[src/rtl/mem_access_unit.sv]
// mem_access_unit: load/store stage between execute and a 256x8 data memory.
// Optional ADDR_BOUNDS_EN macro enables effective-address range checking against ADDR_LIMIT.
module mem_access_unit #(
  parameter int         REG_IDX_W  = 2,
  parameter logic [7:0] ADDR_LIMIT = 8'hEF
) (
  input  logic                 clk,
  input  logic                 rst_n,
  input  logic                 req_valid,
  output logic                 req_ready,
  input  logic                 req_write,
  input  logic [7:0]           req_base,
  input  logic [7:0]           req_offset,
  input  logic [7:0]           req_wdata,
  input  logic [REG_IDX_W-1:0] req_rd,
  output logic [7:0]           mem_address,
  output logic [7:0]           mem_write_data,
  output logic                 mem_write,
  output logic                 mem_read,
  input  logic [7:0]           mem_read_data,
  output logic                 wb_valid,
  input  logic                 wb_ready,
  output logic [7:0]           wb_data,
  output logic [REG_IDX_W-1:0] wb_rd,
  output logic                 store_done,
  output logic                 busy,
  output logic                 fault
);
  typedef enum logic [1:0] {IDLE, ACCESS, RESP} state_t;
  state_t state, state_next;
  logic [7:0] addr, wdata, sum;
  logic [REG_IDX_W-1:0] rd;
  logic wr, flt, bad, accept, acc;
  assign sum = req_base + req_offset;
  assign accept = state == IDLE && req_valid;
  assign acc = state == ACCESS;
`ifdef ADDR_BOUNDS_EN
  logic fault_q;
  assign bad = sum > ADDR_LIMIT;
  assign fault = fault_q;
  // fault persists past the response until the next request is taken
  always_ff @(posedge clk or negedge rst_n)
    if (!rst_n) fault_q <= 1'b0;
    else if (accept) fault_q <= 1'b0;
    else if (acc) fault_q <= flt;
`else
  logic unused_limit;
  assign unused_limit = ^ADDR_LIMIT;
  assign bad = 1'b0;
  assign fault = 1'b0;
`endif
  always_ff @(posedge clk or negedge rst_n)
    if (!rst_n) state <= IDLE;
    else state <= state_next;
  always_comb begin
    state_next = state == IDLE ? (req_valid ? ACCESS : IDLE) :
                 state == ACCESS ? (wr ? IDLE : RESP) :
                 (wb_ready ? IDLE : RESP);
    req_ready = state == IDLE;
    busy = state != IDLE;
    wb_valid = state == RESP;
    mem_address = acc ? addr : 8'h00;
    mem_write_data = acc && wr ? wdata : 8'h00;
    mem_write = acc && wr && !flt;
    mem_read = acc && !wr && !flt;
  end
  always_ff @(posedge clk or negedge rst_n)
    if (!rst_n) begin
      addr <= 8'h00;
      wdata <= 8'h00;
      rd <= '0;
      wr <= 1'b0;
      flt <= 1'b0;
      wb_data <= 8'h00;
      wb_rd <= '0;
      store_done <= 1'b0;
    end else begin
      store_done <= acc && wr;
      if (accept) begin
        addr <= sum;
        wdata <= req_wdata;
        rd <= req_rd;
        wr <= req_write;
        flt <= bad;
      end
      if (acc && !wr) begin
        wb_data <= flt ? 8'h00 : mem_read_data;
        wb_rd <= rd;
      end
    end
endmodule

[config.mk]
export PLATFORM = sky130hd
export DESIGN_NAME = mem_access_unit
export DESIGN_NICKNAME = d
export VERILOG_FILES = /design/src/rtl/mem_access_unit.sv
export SDC_FILE = /design/constraint.sdc
export NUM_CORES = 1
export LEC_CHECK = 0
export ABC_AREA = 1
export BUFFER_PORTS_ARGS = -buffer_cell sky130_fd_sc_hd__buf_2
export CORE_MARGIN = 1.5
export CORE_UTILIZATION = 49
export CTS_BUF_LIST = sky130_fd_sc_hd__clkbuf_8
export DETAILED_ROUTE_END_ITERATION = 12
export GPL_ROUTABILITY_DRIVEN = 0
export PLACE_DENSITY = 0.82
export SLEW_MARGIN = 20
export SYNTH_ARGS = -nofsm -noshare
export SYNTH_HDL_FRONTEND = slang
export SYNTH_SLANG_ARGS = --single-unit
[constraint.sdc]
create_clock -name clk -period 2.3 [get_ports clk]
set_input_delay 0.23 -clock clk [delete_from_list [all_inputs] [get_ports clk]]
set_output_delay 0.23 -clock clk [all_outputs]
set_load 0.01 [all_outputs]
; ---- After elaboration in Yosys (flattened, before gate mapping)
; Index checks and enable logic that the tools add are counted.
; W data, S select, Z words.
[op_classes]
add_sub_neg = 1
eq_ne = 2
n_mux = 7
reduce_logical = 6
[ops]
columns = op, n
row1 = $mux W8, 2
row2 = $add A8 B8 Y8, 1
row3 = $mux W2, 4
row4 = $logic_and A1 B1 Y1, 3
row5 = $eq A2 B1 Y1 const B, 1
row6 = $eq A2 B2 Y1 const B, 1
row7 = $logic_not A2 Y1, 1
row8 = $reduce_bool A2 Y1, 1
row9 = $logic_not A1 Y1, 1
row10 = $mux W1, 1
[word_totals]
regBits = 32
inputBits = 39
out_inout_bits = 33
wordCells = 24

; ---- Longest topological paths before layout
; Gate-level depths: netlist of run 1.
[depth]
depth_word = 3
depth_mapped = 11
mapped_depth_nobuf = 11

; ---- Least setup slack after synthesis of run 1
; OpenSTA, ideal clock, no wires.
[synth_path]
kind = input to register
from = input req_base[0]
to = register addr[6]
setup_ns = 0.117
t_arrival_ns = 1.212
required_ns = 2.183
slack_ns = 0.971
path_stages = 11
path_buffers = 0
cell_sequence = ha_1 inv_1 fa_1 inv_1 nand2_1 nand2_1 nand3b_1 nand2_1 nand2_1 nand3_1 nand2_1
[synth_between]
elab_chain_len = 1
[synth_rtl]
columns = element, line
row1 = from (decl), 12  ; input logic [7:0] req_base,
row2 = $add A8 B8 Y8, 34  ; assign sum = req_base + req_offset;
row3 = to (signal assigned), 80  ; addr <= sum;
row4 = to (decl), 31  ; logic [7:0] addr, wdata, sum;
; Every way passes these cells.
; A chain may end at the register's enable or synchronous reset.

; ---- Worst setup path after layout of run 1
[layout_path]
from = register state[1]
to = output mem_write_data[0]
[layout_between]
elab_chain_len = 3
[layout_rtl]
columns = element, line
row1 = from (decl), 30  ; state_t state, state_next;
row2 = from (signal assigned), 54  ; else state <= state_next;
row3 = $eq A2 B1 Y1, 36  ; assign acc = state == ACCESS;
row4 = $logic_and A1 B1 Y1, 63  ; mem_write_data = acc && wr ? wdata : 8'h00;
row5 = $mux W8, 63
row6 = to (decl), 17  ; output logic [7:0] mem_write_data,
; Every way passes these cells.

==> impl_metrics.py, run 1 <==
metrics = {
    "route": {
        "num_vias": 1519,
        "via_per_inst": 4.56,
        "drc": 0,
        "first_pass_iters": 4,
        "wl_um": 3430,
        "initialDrtViolationCount": 37,
        "drtAntennaViolNets": 0,
        "wl_per_cell_um": 10.3,
    },
    "global_route": {
        "grt_pass1_vias": 1328,
        "grt_use_total_pct": 19.4,
        "antenna_found_initial": 0,
        "grt_pass1_wl_um": 5290,
        "grt-ovfl-total": 0,
        "grt_max_degree": 33,
    },
    "setup_path": {
        "cp_max_fo": 10,
        "crit_path_start": "state[1]$_DFF_PN0_",
        "timing.rr.start": "state[1]$_DFF_PN0_",
        "critPathCaptureType": "output pin",
        "cp.arrival_ns": 1.51,
        "cp.required_ns": 2.07,
        "crit_type": "register to output pin",
        "cp-start-kind": "register",
    },
    "logic_synthesis": {
        "seq_area_frac_synth_pct": 47.2,
        "synth_fp_nets": 263,
        "synth-seq-cells": 32,
        "synth_area_leaders": "dfrtp_1 (47%), nand2_1 (16%), inv_1 (6.9%), ha_1 (5.2%), nor2_1 (4.6%)",
        "yosysTopAreaCell": "dfrtp_1",
        "synthCells": 216,
        "yosys_warnings": 0,
        "syn_area_um2": 1700,
        "avgSynthCellArea_um2": 7.86,
        "synth_top_area_share_pct": 47.2,
        "yosysUniqueCellTypes": 24,
    },
    "sta": {
        "min_period_ns": 1.74,
        "tns_ns": 0,
        "slew_headroom_pct": 55.3,
        "whs_ns": -0.0211,
        "setup_viol": 0,
        "rsz0062_at_grt": "false",
        "layout_setup_ws_ns": 0.561,
        "hold_violations": 32,
        "min_period_over_period_pct": 75.6,
        "fmax_ghz": 0.575,
        "drv_slew": 0,
        "worstMarginPinSlew_ns": 0.670,
        "worst_clock_skew_ns": 0.00137,
    },
    "floorplan": {
        "start_util_pct": 50.9,
        "die_h_um": 61.9,
        "dieArea_um2": 3830,
        "core_area_um2": 3340,
        "die_w_um": 61.9,
        "rows": 21,
        "ios": 72,
    },
    "layout": {
        "finalNetCount": 334,
        "antennaDiodeCount": 0,
        "final_util_pct": 64.2,
        "drive_gt1_share_pct": 31.0,
        "area_growth_pct": 26.2,
        "design_area_um2": 2140,
        "nFillCells": 303,
        "regArea_um2": 801,
        "multiInputGateArea_um2": 701,
    },
    "placement": {
        "pre_cts_ws_ns": 0.742,
        "placed_area_um2": 2050,
        "dp_hpwl_um": 2590,
        "io_buffers": 70,
    },
    "pwr": {
        "ir_drop_mv": 0.422,
        "p_per_area_nw_per_um2": 1070,
        "p_leak_nw": 1.27,
    },
    "status": {
        "failed_checks": "hold timing",
        "status": "complete, but fails checks",
    },
    "clock_network": {
        "cts_setup_buffers": 0,
        "cts_root_buf": "clkbuf_8",
        "clk_pin_slew_worst_paths_ns": 0.06,
        "cts_buffer_depth": 2,
        "clk_latency_ns": 0.28,
        "ctsHoldBuffers": 0,
        "cts_resized": 0,
        "htree_levels": 2,
        "numClockSinks": 32,
        "cts_tree": "done",
        "numCtsBuffers": 5,
    },
    "worst_hold_path": {
        "hold_class": "primary input to async pin",
    },
    "flow_run": {
        "drv_cap": 0,
    },
}
registers in the layout, summed over array words and instances (netlist names):
register    cells
addr            8
wr              1
wb_data         8
store_done      1
wdata           8
rd              2
wb_rd           2
state           2
critical path, stage by stage, from the launching register on:
cell,delay (ns)
dfrtp_1,0.41
nor2_2,0.13
inv_2,0.11
nor2_2,0.14
inv_1,0.14
nor2_1,0.15
buf_2,0.15
power by group:
group          total (mW)  leakage (nW)  switching, mW  internal, mW
Combinational       0.894         0.827          0.558         0.336
Sequential          0.934         0.397          0.111         0.823
Clock               0.458        0.0503          0.192         0.266
synth_stat cells:
| library cell | n |
|---|---|
| a21oi_1 | 3 |
| or2_2 | 2 |
| conb_1 | 1 |
| nor2_4 | 1 |
| and2_1 | 1 |
| o22ai_2 | 1 |
| inv_2 | 3 |
| nand2_1 | 74 |
| or2_1 | 1 |
| o21ai_0 | 7 |
| fa_1 | 1 |
| xnor2_1 | 1 |
| nand3b_1 | 2 |
| ha_1 | 7 |
| nand3_1 | 9 |
| nand2_4 | 1 |
| inv_1 | 31 |
| nor2_1 | 21 |
| nor2_2 | 3 |
| clkinv_4 | 1 |
| dfrtp_1 | 32 |
| buf_4 | 2 |
| o21ai_1 | 7 |
| buf_6 | 4 |
placed cells by master (no fill, tap or decap):
cell,synthesis,routed
nand3_1,9,9
o22ai_2,1,1
inv_2,3,3
xnor2_1,1,1
buf_2,0,70
o21ai_1,7,7
a21oi_1,3,3
ha_1,7,7
nor2_4,1,1
nor2_2,3,3
conb_1,1,1
or2_1,1,1
o21ai_0,7,7
nand2_1,74,74
clkinv_4,1,1
inv_1,31,31
dfrtp_1,32,32
nor2_1,21,21
and2_1,1,1
fa_1,1,1
nand2_4,1,1
nand3b_1,2,2
or2_2,2,2
clkbuf_8,0,7
per-layer routing:
layer	routed length [um]	track usage [%]	share of wire, %	up-vias
met2	1760	37.7	51	53
met4	35	7.60	1.0	0
met5	0	0	0	-
li1	-	-	-	788
met3	212	6.42	6.2	5
met1	1420	18.6	41	673
path summary, 6_finish.rpt:
check	to	slack [ns]	depth (start not counted)
worst max-delay path	mem_write_data[0]	0.56	6
worst max register to register	wb_data[0]$_DFFE_PN0P_	0.98	6
worst min-delay path	wb_data[7]$_DFFE_PN0P_	-0.02	1
min in group clk	state[1]$_DFF_PN0_	0.12	2
max in group asynchronous	wdata[3]$_DFFE_PN0P_	1.89	1
worst min register to register	wb_data[5]$_DFFE_PN0P_	0.47	2
stage by stage:
step / power, mW / std cells
4_1_cts: 2.32 / 333
3_3_place_gp: 1.81 / 326
2_1_floorplan: 1.57 / 216
6_report: 2.29 / 333
5_1_grt: 2.51 / 333
3_5_place_dp: 1.85 / 326
logic make-up (layout without fill, tap and decap cells):
kind of cell,after synthesis,count (layout),synth area share (%)
other,1,1,0.221
AND/OR/NAND/NOR,115,115,28.4
buffers and inverters,41,112,11.6
AO/OA/AOI/OAI,18,18,5.75
flip-flops,32,32,47.2
XOR/XNOR,1,1,0.516
adder cells (fa/ha/maj),8,8,6.34
area by class of cell:
cell class | count | area share, %
flip-flops and latches | 32 | 37.4
multi-input cells | 143 | 32.7
repair buffers | 70 | 16.4
inverters | 35 | 6.37
clock buffers | 7 | 4.50
well taps | 46 | 2.69
(Power assumes the default switching activity.)
==> inputs of run 2 (changes only) <==
--- a/config.mk
+++ b/config.mk
@@ -5,14 +5,14 @@
 export SDC_FILE = /design/constraint.sdc
 export NUM_CORES = 1
 export LEC_CHECK = 0
-export ABC_AREA = 1
+export ABC_AREA = 0
 export BUFFER_PORTS_ARGS = -buffer_cell sky130_fd_sc_hd__buf_2
 export CORE_MARGIN = 1.5
-export CORE_UTILIZATION = 49
+export CORE_UTILIZATION = 44
 export CTS_BUF_LIST = sky130_fd_sc_hd__clkbuf_8
 export DETAILED_ROUTE_END_ITERATION = 12
 export GPL_ROUTABILITY_DRIVEN = 0
-export PLACE_DENSITY = 0.82
+export PLACE_DENSITY = 0.78
 export SLEW_MARGIN = 20
 export SYNTH_ARGS = -nofsm -noshare
 export SYNTH_HDL_FRONTEND = slang
==> constraint.sdc (replaced) <==
create_clock -name clk -period 1.5 [get_ports clk]
set_input_delay 0.15 -clock clk [delete_from_list [all_inputs] [get_ports clk]]
set_output_delay 0.15 -clock clk [all_outputs]
set_load 0.01 [all_outputs]
==> run 2 against run 1 <==
Net effect: the run ends with setup timing left; clock skew up 0.0035 ns; via count increased by 3.4%; synthesized cell count fell by 20%; largest cell class is now multi-input gates; largest power group is now combinational logic.
==> impl_metrics.py, run 2 <==
metrics = {
    "layout": {
        "finalNetCount": 313,
        "mostFrequentLayoutCells": "buf_2 (61), nand2_1 (42), dfrtp_1 (32), buf_4 (17), buf_6 (15)",
        "top_regs": "addr (8), wb_data (8), wdata (8)",
        "finalNonFillerCells": 315,
        "final_common_cell": "buf_2",
        "area_growth_pct": 51.2,
        "final_util_pct": 68.9,
        "antennaDiodeCount": 0,
        "drive_gt1_share_pct": 50.2,
        "design_area_um2": 2520,
    },
    "sta": {
        "worstMarginPinSlew_ns": 0.707,
        "slew_headroom_pct": 52.8,
        "setup_viol": 19,
        "fmax_ghz": 0.639,
        "rsz0062_at_grt": "true",
        "layout_setup_ws_ns": -0.0658,
        "whs_ns": 0.0655,
        "worst_clock_skew_ns": 0.00487,
        "drv_slew": 0,
        "hold_violations": 0,
        "min_period_ns": 1.57,
        "min_period_over_period_pct": 104,
    },
    "global_route": {
        "grt-ovfl-total": 0,
        "antenna_found_initial": 0,
        "grt_pass1_wl_um": 6460,
        "grt_use_total_pct": 20.0,
        "grt_pass1_vias": 1460,
        "grt_max_degree": 33,
    },
    "floorplan": {
        "die_h_um": 64.6,
        "core_area_um2": 3660,
        "die_w_um": 64.6,
        "ios": 72,
        "dieArea_um2": 4170,
        "start_util_pct": 45.6,
        "rows": 22,
    },
    "clock_network": {
        "htree_levels": 2,
        "cts_tree": "done",
        "clk_latency_ns": 0.27,
        "cts_root_buf": "clkbuf_8",
        "numClockSinks": 32,
        "clk_pin_slew_worst_paths_ns": 0.07,
        "numCtsBuffers": 5,
        "cts_buffer_depth": 2,
    },
    "setup_path": {
        "crit_type": "register to output pin",
        "worstSetupEndpoint": "mem_read",
        "cp.arrival_ns": 1.42,
        "reg2reg_depth": 6,
        "critPathBufInv": 3,
        "rrSetupSlack_ns": -0.04,
        "critPathCaptureType": "output pin",
        "timing.rr.start": "state[0]$_DFF_PN0_",
        "crit_path_start": "state[0]$_DFF_PN0_",
        "crit_path_frequent_cell": "buf_6",
        "cpMaxStageDelayCell": "dfrtp_1",
        "crit_cells": 5,
        "cp-start-kind": "register",
        "cp.required_ns": 1.35,
        "path_cells": "buf_4 > nor2b_4 > and2b_2 > buf_6 > buf_6",
        "path_delay_family": "buffers and inverters",
        "cp_max_fo": 6,
        "r2r-end": "wb_data[7]$_DFFE_PN0P_",
        "cp_slowest_stage_delay_ns": 0.39,
    },
    "logic_synthesis": {
        "synth-seq-cells": 32,
        "yosysTopAreaCell": "dfrtp_1",
        "synth_edf_count": 0,
        "syn_area_um2": 1670,
        "ys_top_cells_by_count": "nand2_1 (42), dfrtp_1 (32), mux2_2 (10), and2_1 (9), and3_1 (9)",
        "synth_fp_nets": 219,
        "yosys_warnings": 0,
        "synth_top_area_share_pct": 48.0,
        "synth_area_leaders": "dfrtp_1 (48%), nand2_1 (9.5%), mux2_2 (6.8%), ha_1 (5.3%), and2_1 (3.4%)",
        "avgSynthCellArea_um2": 9.70,
        "seq_area_frac_synth_pct": 48.0,
        "synth.most_common_cell": "nand2_1",
        "synthCells": 172,
        "ys.flop_type": "dfrtp_1",
        "async_flop_share_pct": 100,
        "yosysUniqueCellTypes": 36,
    },
    "route": {
        "wl_um": 3940,
        "drtAntennaViolNets": 0,
        "first_pass_iters": 4,
        "num_vias": 1570,
        "drc": 0,
        "via_per_inst": 4.98,
        "wl_per_cell_um": 12.5,
        "initialDrtViolationCount": 46,
    },
    "placement": {
        "io_buffers": 70,
        "dp.cells": 301,
        "pre_cts_ws_ns": -0.164,
        "placed_area_um2": 2190,
        "dp_hpwl_um": 2780,
    },
    "pwr": {
        "p_per_area_nw_per_um2": 1690,
        "p_leak_nw": 1.34,
        "ir_drop_mv": 0.918,
    },
    "status": {
        "failed_checks": "setup timing",
        "status": "complete, but fails checks",
    },
    "worst_hold_path": {
        "worstHoldStart": "req_wdata[5]",
        "hold_class": "primary input to register",
        "worstHoldPathCells": 3,
    },
    "flow_run": {
        "drv_cap": 0,
    },
}
run 2: cell types whose count changed after synthesis, moves of 6 or more:
| cell | previous run | this run |
|---|---|---|
| mux2_2 | 0 | 10 |
| and3_1 | 0 | 9 |
| inv_1 | 31 | 8 |
| nand3_1 | 9 | 3 |
| nand2_1 | 74 | 42 |
| nor2_1 | 21 | 2 |
| o21ai_1 | 7 | 0 |
| and2_1 | 1 | 9 |
run 2: what timing repair did:
item	CTS	global route
pin swaps	4	4
endpoints found under the hold margin	32	0
resized for setup	24	15
endpoints found under the setup margin	19	41
setup buffers	2	1
cloned	2	0
hold buffers	1	0
run 2: layer usage:
| layer | part of all wire, % | up-vias | track usage, % |
|---|---|---|---|
| met5 | 0 | - | 0 |
| met4 | 0.71 | 0 | 6.38 |
| met3 | 4.5 | 4 | 4.86 |
| met2 | 50 | 52 | 33.5 |
| met1 | 45 | 747 | 25.7 |
| li1 | - | 767 | - |
run 2: logic make-up (layout without fill, tap and decap cells):
group                      count (synthesis)  after routing  share of synthesized area, %
buffers and inverters                     16            111                          4.20
muxes                                     11             11                          7.35
xor gates and xnor gates                   2              2                          1.05
adders and majority gates                  8              8                          6.45
other                                      1              1                         0.225
DFF                                       32             32                          48.0
AOI/OAI and AO/OA                         24             24                          9.68
and+or+nand+nor                           78             78                          23.0
run 2: worst min path at each step:
stage / endpoint / slack (ns)
3_3_place_gp: addr[7]$_DFFE_PN0P_ / 0.23
5_1_grt: rd[0]$_DFFE_PN0P_ / 0.07
3_5_place_dp: addr[7]$_DFFE_PN0P_ / 0.24
4_1_cts: rd[0]$_DFFE_PN0P_ / 0.06
2_1_floorplan: addr[0]$_DFFE_PN0P_ / -0.15
6_report: wdata[5]$_DFFE_PN0P_ / 0.07
run 2: where the power goes:
group / switching [mW] / internal (mW)
registers: 0.206 / 1.28
clock network: 0.314 / 0.491
logic: 0.919 / 1.05
run 2: through the flow:
stage                     setup TNS, ns  power (mW)
final                            -0.769        4.26
after global placement           -0.177        3.07
after global routing              -2.27        4.56
after detailed placement         -0.309        3.13
after floorplan                -0.00190        2.42
after CTS                        -0.828        4.20
run 2: area by class of cell:
type	count	area (um2)
clock inverters	3	42.5
repair buffers	95	632
well taps	48	60.1
inverters	8	30.0
flip-flops and latches	32	801
multi-input cells	124	888
fillers	295	1140
clock buffers	5	68.8
run 2: tightest hold or removal path, delay by kind of cell:
| family | cells | cell delay, ns |
|---|---|---|
| simple gates | 2 | 0.08 |
| buf+inv | 1 | 0.07 |
==> inputs of run 3 (changes only) <==
--- a/config.mk
+++ b/config.mk
@@ -8,11 +8,11 @@
 export ABC_AREA = 0
 export BUFFER_PORTS_ARGS = -buffer_cell sky130_fd_sc_hd__buf_2
 export CORE_MARGIN = 1.5
-export CORE_UTILIZATION = 44
-export CTS_BUF_LIST = sky130_fd_sc_hd__clkbuf_8
+export CORE_UTILIZATION = 42
+export CTS_BUF_LIST = sky130_fd_sc_hd__clkbuf_16
 export DETAILED_ROUTE_END_ITERATION = 12
 export GPL_ROUTABILITY_DRIVEN = 0
-export PLACE_DENSITY = 0.78
+export PLACE_DENSITY = 0.75
 export SLEW_MARGIN = 20
 export SYNTH_ARGS = -nofsm -noshare
 export SYNTH_HDL_FRONTEND = slang
==> run 3 against run 2 <==
Net effect: the flow still finishes with violations (setup timing); largest power group unchanged; combinational power increased by 3%; power increased by 9.1%; hold slack worse by 0.00097 ns.
==> impl_metrics.py, run 3 (synthesis gave the netlist of run 2 again) <==
metrics = {
    "status": {
        "status": "complete, but fails checks",
        "failed_checks": "setup timing",
    },
    "sta": {
        "worst_clock_skew_ns": 0.00422,
        "min_period_over_period_pct": 104,
        "worstMarginPinSlew_ns": 0.695,
        "rsz0062_at_grt": "true",
        "layout_setup_ws_ns": -0.0578,
        "fmax_ghz": 0.642,
        "tns_ns": -0.522,
        "setup_viol": 14,
        "drv_slew": 0,
        "hold_violations": 0,
        "slew_headroom_pct": 53.7,
        "min_period_ns": 1.56,
    },
    "route": {
        "num_vias": 1532,
        "via_per_inst": 4.94,
        "wl_um": 4150,
        "drtAntennaViolNets": 0,
        "drc": 0,
        "wl_per_cell_um": 13.4,
        "first_pass_iters": 4,
        "initialDrtViolationCount": 38,
    },
    "global_route": {
        "grt-ovfl-total": 0,
        "grt_max_degree": 33,
        "antenna_found_initial": 0,
        "grt_pass1_wl_um": 6460,
        "grt_pass1_vias": 1429,
        "grt_use_total_pct": 19.7,
    },
    "layout": {
        "antennaDiodeCount": 0,
        "final_util_pct": 68.4,
        "area_growth_pct": 53.5,
        "drive_gt1_share_pct": 50.4,
        "mostFrequentLayoutCells": "buf_2 (61), nand2_1 (42), dfrtp_1 (32), buf_6 (15), buf_4 (12)",
        "finalNetCount": 308,
        "top_regs": "addr (8), wb_data (8), wdata (8)",
        "finalNonFillerCells": 310,
        "final_common_cell": "buf_2",
    },
    "pwr": {
        "internal_power_mw": 3.14,
        "switching_power_mw": 1.50,
        "p_per_area_nw_per_um2": 1810,
        "power_frac_comb_pct": 43.7,
        "power_frac_clock_pct": 24.1,
        "switching_share_pct": 32.4,
        "p_leak_nw": 1.38,
        "p_total_mw": 4.64,
        "ir_drop_mv": 0.827,
        "pwr-share-seq_pct": 32.2,
    },
    "setup_path": {
        "critPathCaptureType": "output pin",
        "crit_type": "register to output pin",
        "reg2reg_depth": 6,
        "rrSetupSlack_ns": -0.04,
        "cp.arrival_ns": 1.41,
        "timing.rr.start": "state[1]$_DFF_PN0_",
        "r2r-end": "wb_rd[1]$_DFFE_PN0P_",
        "crit_path_start": "state[1]$_DFF_PN0_",
        "cp-start-kind": "register",
        "worstSetupEndpoint": "mem_read",
        "cp_max_fo": 6,
        "cp.required_ns": 1.35,
    },
    "floorplan": {
        "die_w_um": 66.0,
        "rows": 22,
        "core_area_um2": 3740,
        "ios": 72,
        "start_util_pct": 44.6,
        "die_h_um": 66.0,
        "dieArea_um2": 4360,
    },
    "worst_hold_path": {
        "hold_class": "primary input to register",
    },
    "clock_network": {
        "numCtsBuffers": 5,
        "cts_tree": "done",
        "clk_latency_ns": 0.27,
        "htree_levels": 2,
        "cts_root_buf": "clkbuf_16",
        "cts_buffer_depth": 2,
        "numClockSinks": 32,
        "clk_pin_slew_worst_paths_ns": 0.05,
    },
    "placement": {
        "dp_hpwl_um": 2740,
        "pre_cts_ws_ns": -0.149,
        "dp.cells": 298,
        "io_buffers": 70,
    },
    "flow_run": {
        "drv_cap": 0,
    },
}
-- run 3: stage by stage --
stage	hold slack (ns)	instance area, um2
2_1_floorplan	-0.146	1680
3_3_place_gp	0.240	2170
3_5_place_dp	0.239	2170
4_1_cts	0.0617	2440
5_1_grt	0.0652	2560
6_report	0.0645	2560
-- run 3: layer usage --
metal | global-route usage [%] | wire length, um | vias up
li1 | - | - | 756
met1 | 25.5 | 1820 | 724
met2 | 33.0 | 2110 | 48
met3 | 4.60 | 203 | 4
met4 | 5.87 | 20 | 0
met5 | 0 | 0 | -
-- run 3: critical path: stages, from the launching register on --
cell and delay [ns]:
dfrtp_1 0.40, buf_6 0.14, nor2b_4 0.15, and2b_2 0.20
buf_6 0.15, buf_6 0.11
-- run 3: final cells by class --
type                            count  area (um2)
Tap cell                           48        60.1
Clock buffer                        5         125
Sequential cell                    32         801
Timing Repair Buffer               90         594
Inverter                            8        32.5
Fill cell                         291        1180
Multi-Input combinational cell    124         908
Clock inverter                      3        38.8
-- run 3: timing repair --
item / in CTS / in global routing
hold buffers: 1 / 0
endpoints found under the hold margin: 32 / 0
setup buffers: 0 / 2
resized for setup: 22 / 26
pin swaps: 3 / 12
setup endpoints to repair: 18 / 31
cloned: 1 / 0
-- run 3: worst min-delay path by stage --
stage	from	endpoint	slack (ns)	cells past startpoint
detailed placement	rst_n	addr[7]$_DFFE_PN0P_	0.24	1
finish	req_wdata[3]	wdata[3]$_DFFE_PN0P_	0.06	3
floorplan	rst_n	addr[0]$_DFFE_PN0P_	-0.15	0
global placement	rst_n	addr[7]$_DFFE_PN0P_	0.24	1
global route	req_wdata[6]	wdata[6]$_DFFE_PN0P_	0.07	3
CTS	req_wdata[3]	wdata[3]$_DFFE_PN0P_	0.06	3
-- run 3: power groups by stage --
stage                     combinational (mW)  sequential (mW)  clock, mW
after floorplan                        0.900             1.52          0
after global placement                  1.58             1.45          0
after detailed placement                1.60             1.48          0
after CTS                               1.80             1.48       1.13
after global routing                    2.22             1.54       1.19
final                                   2.03             1.50       1.12
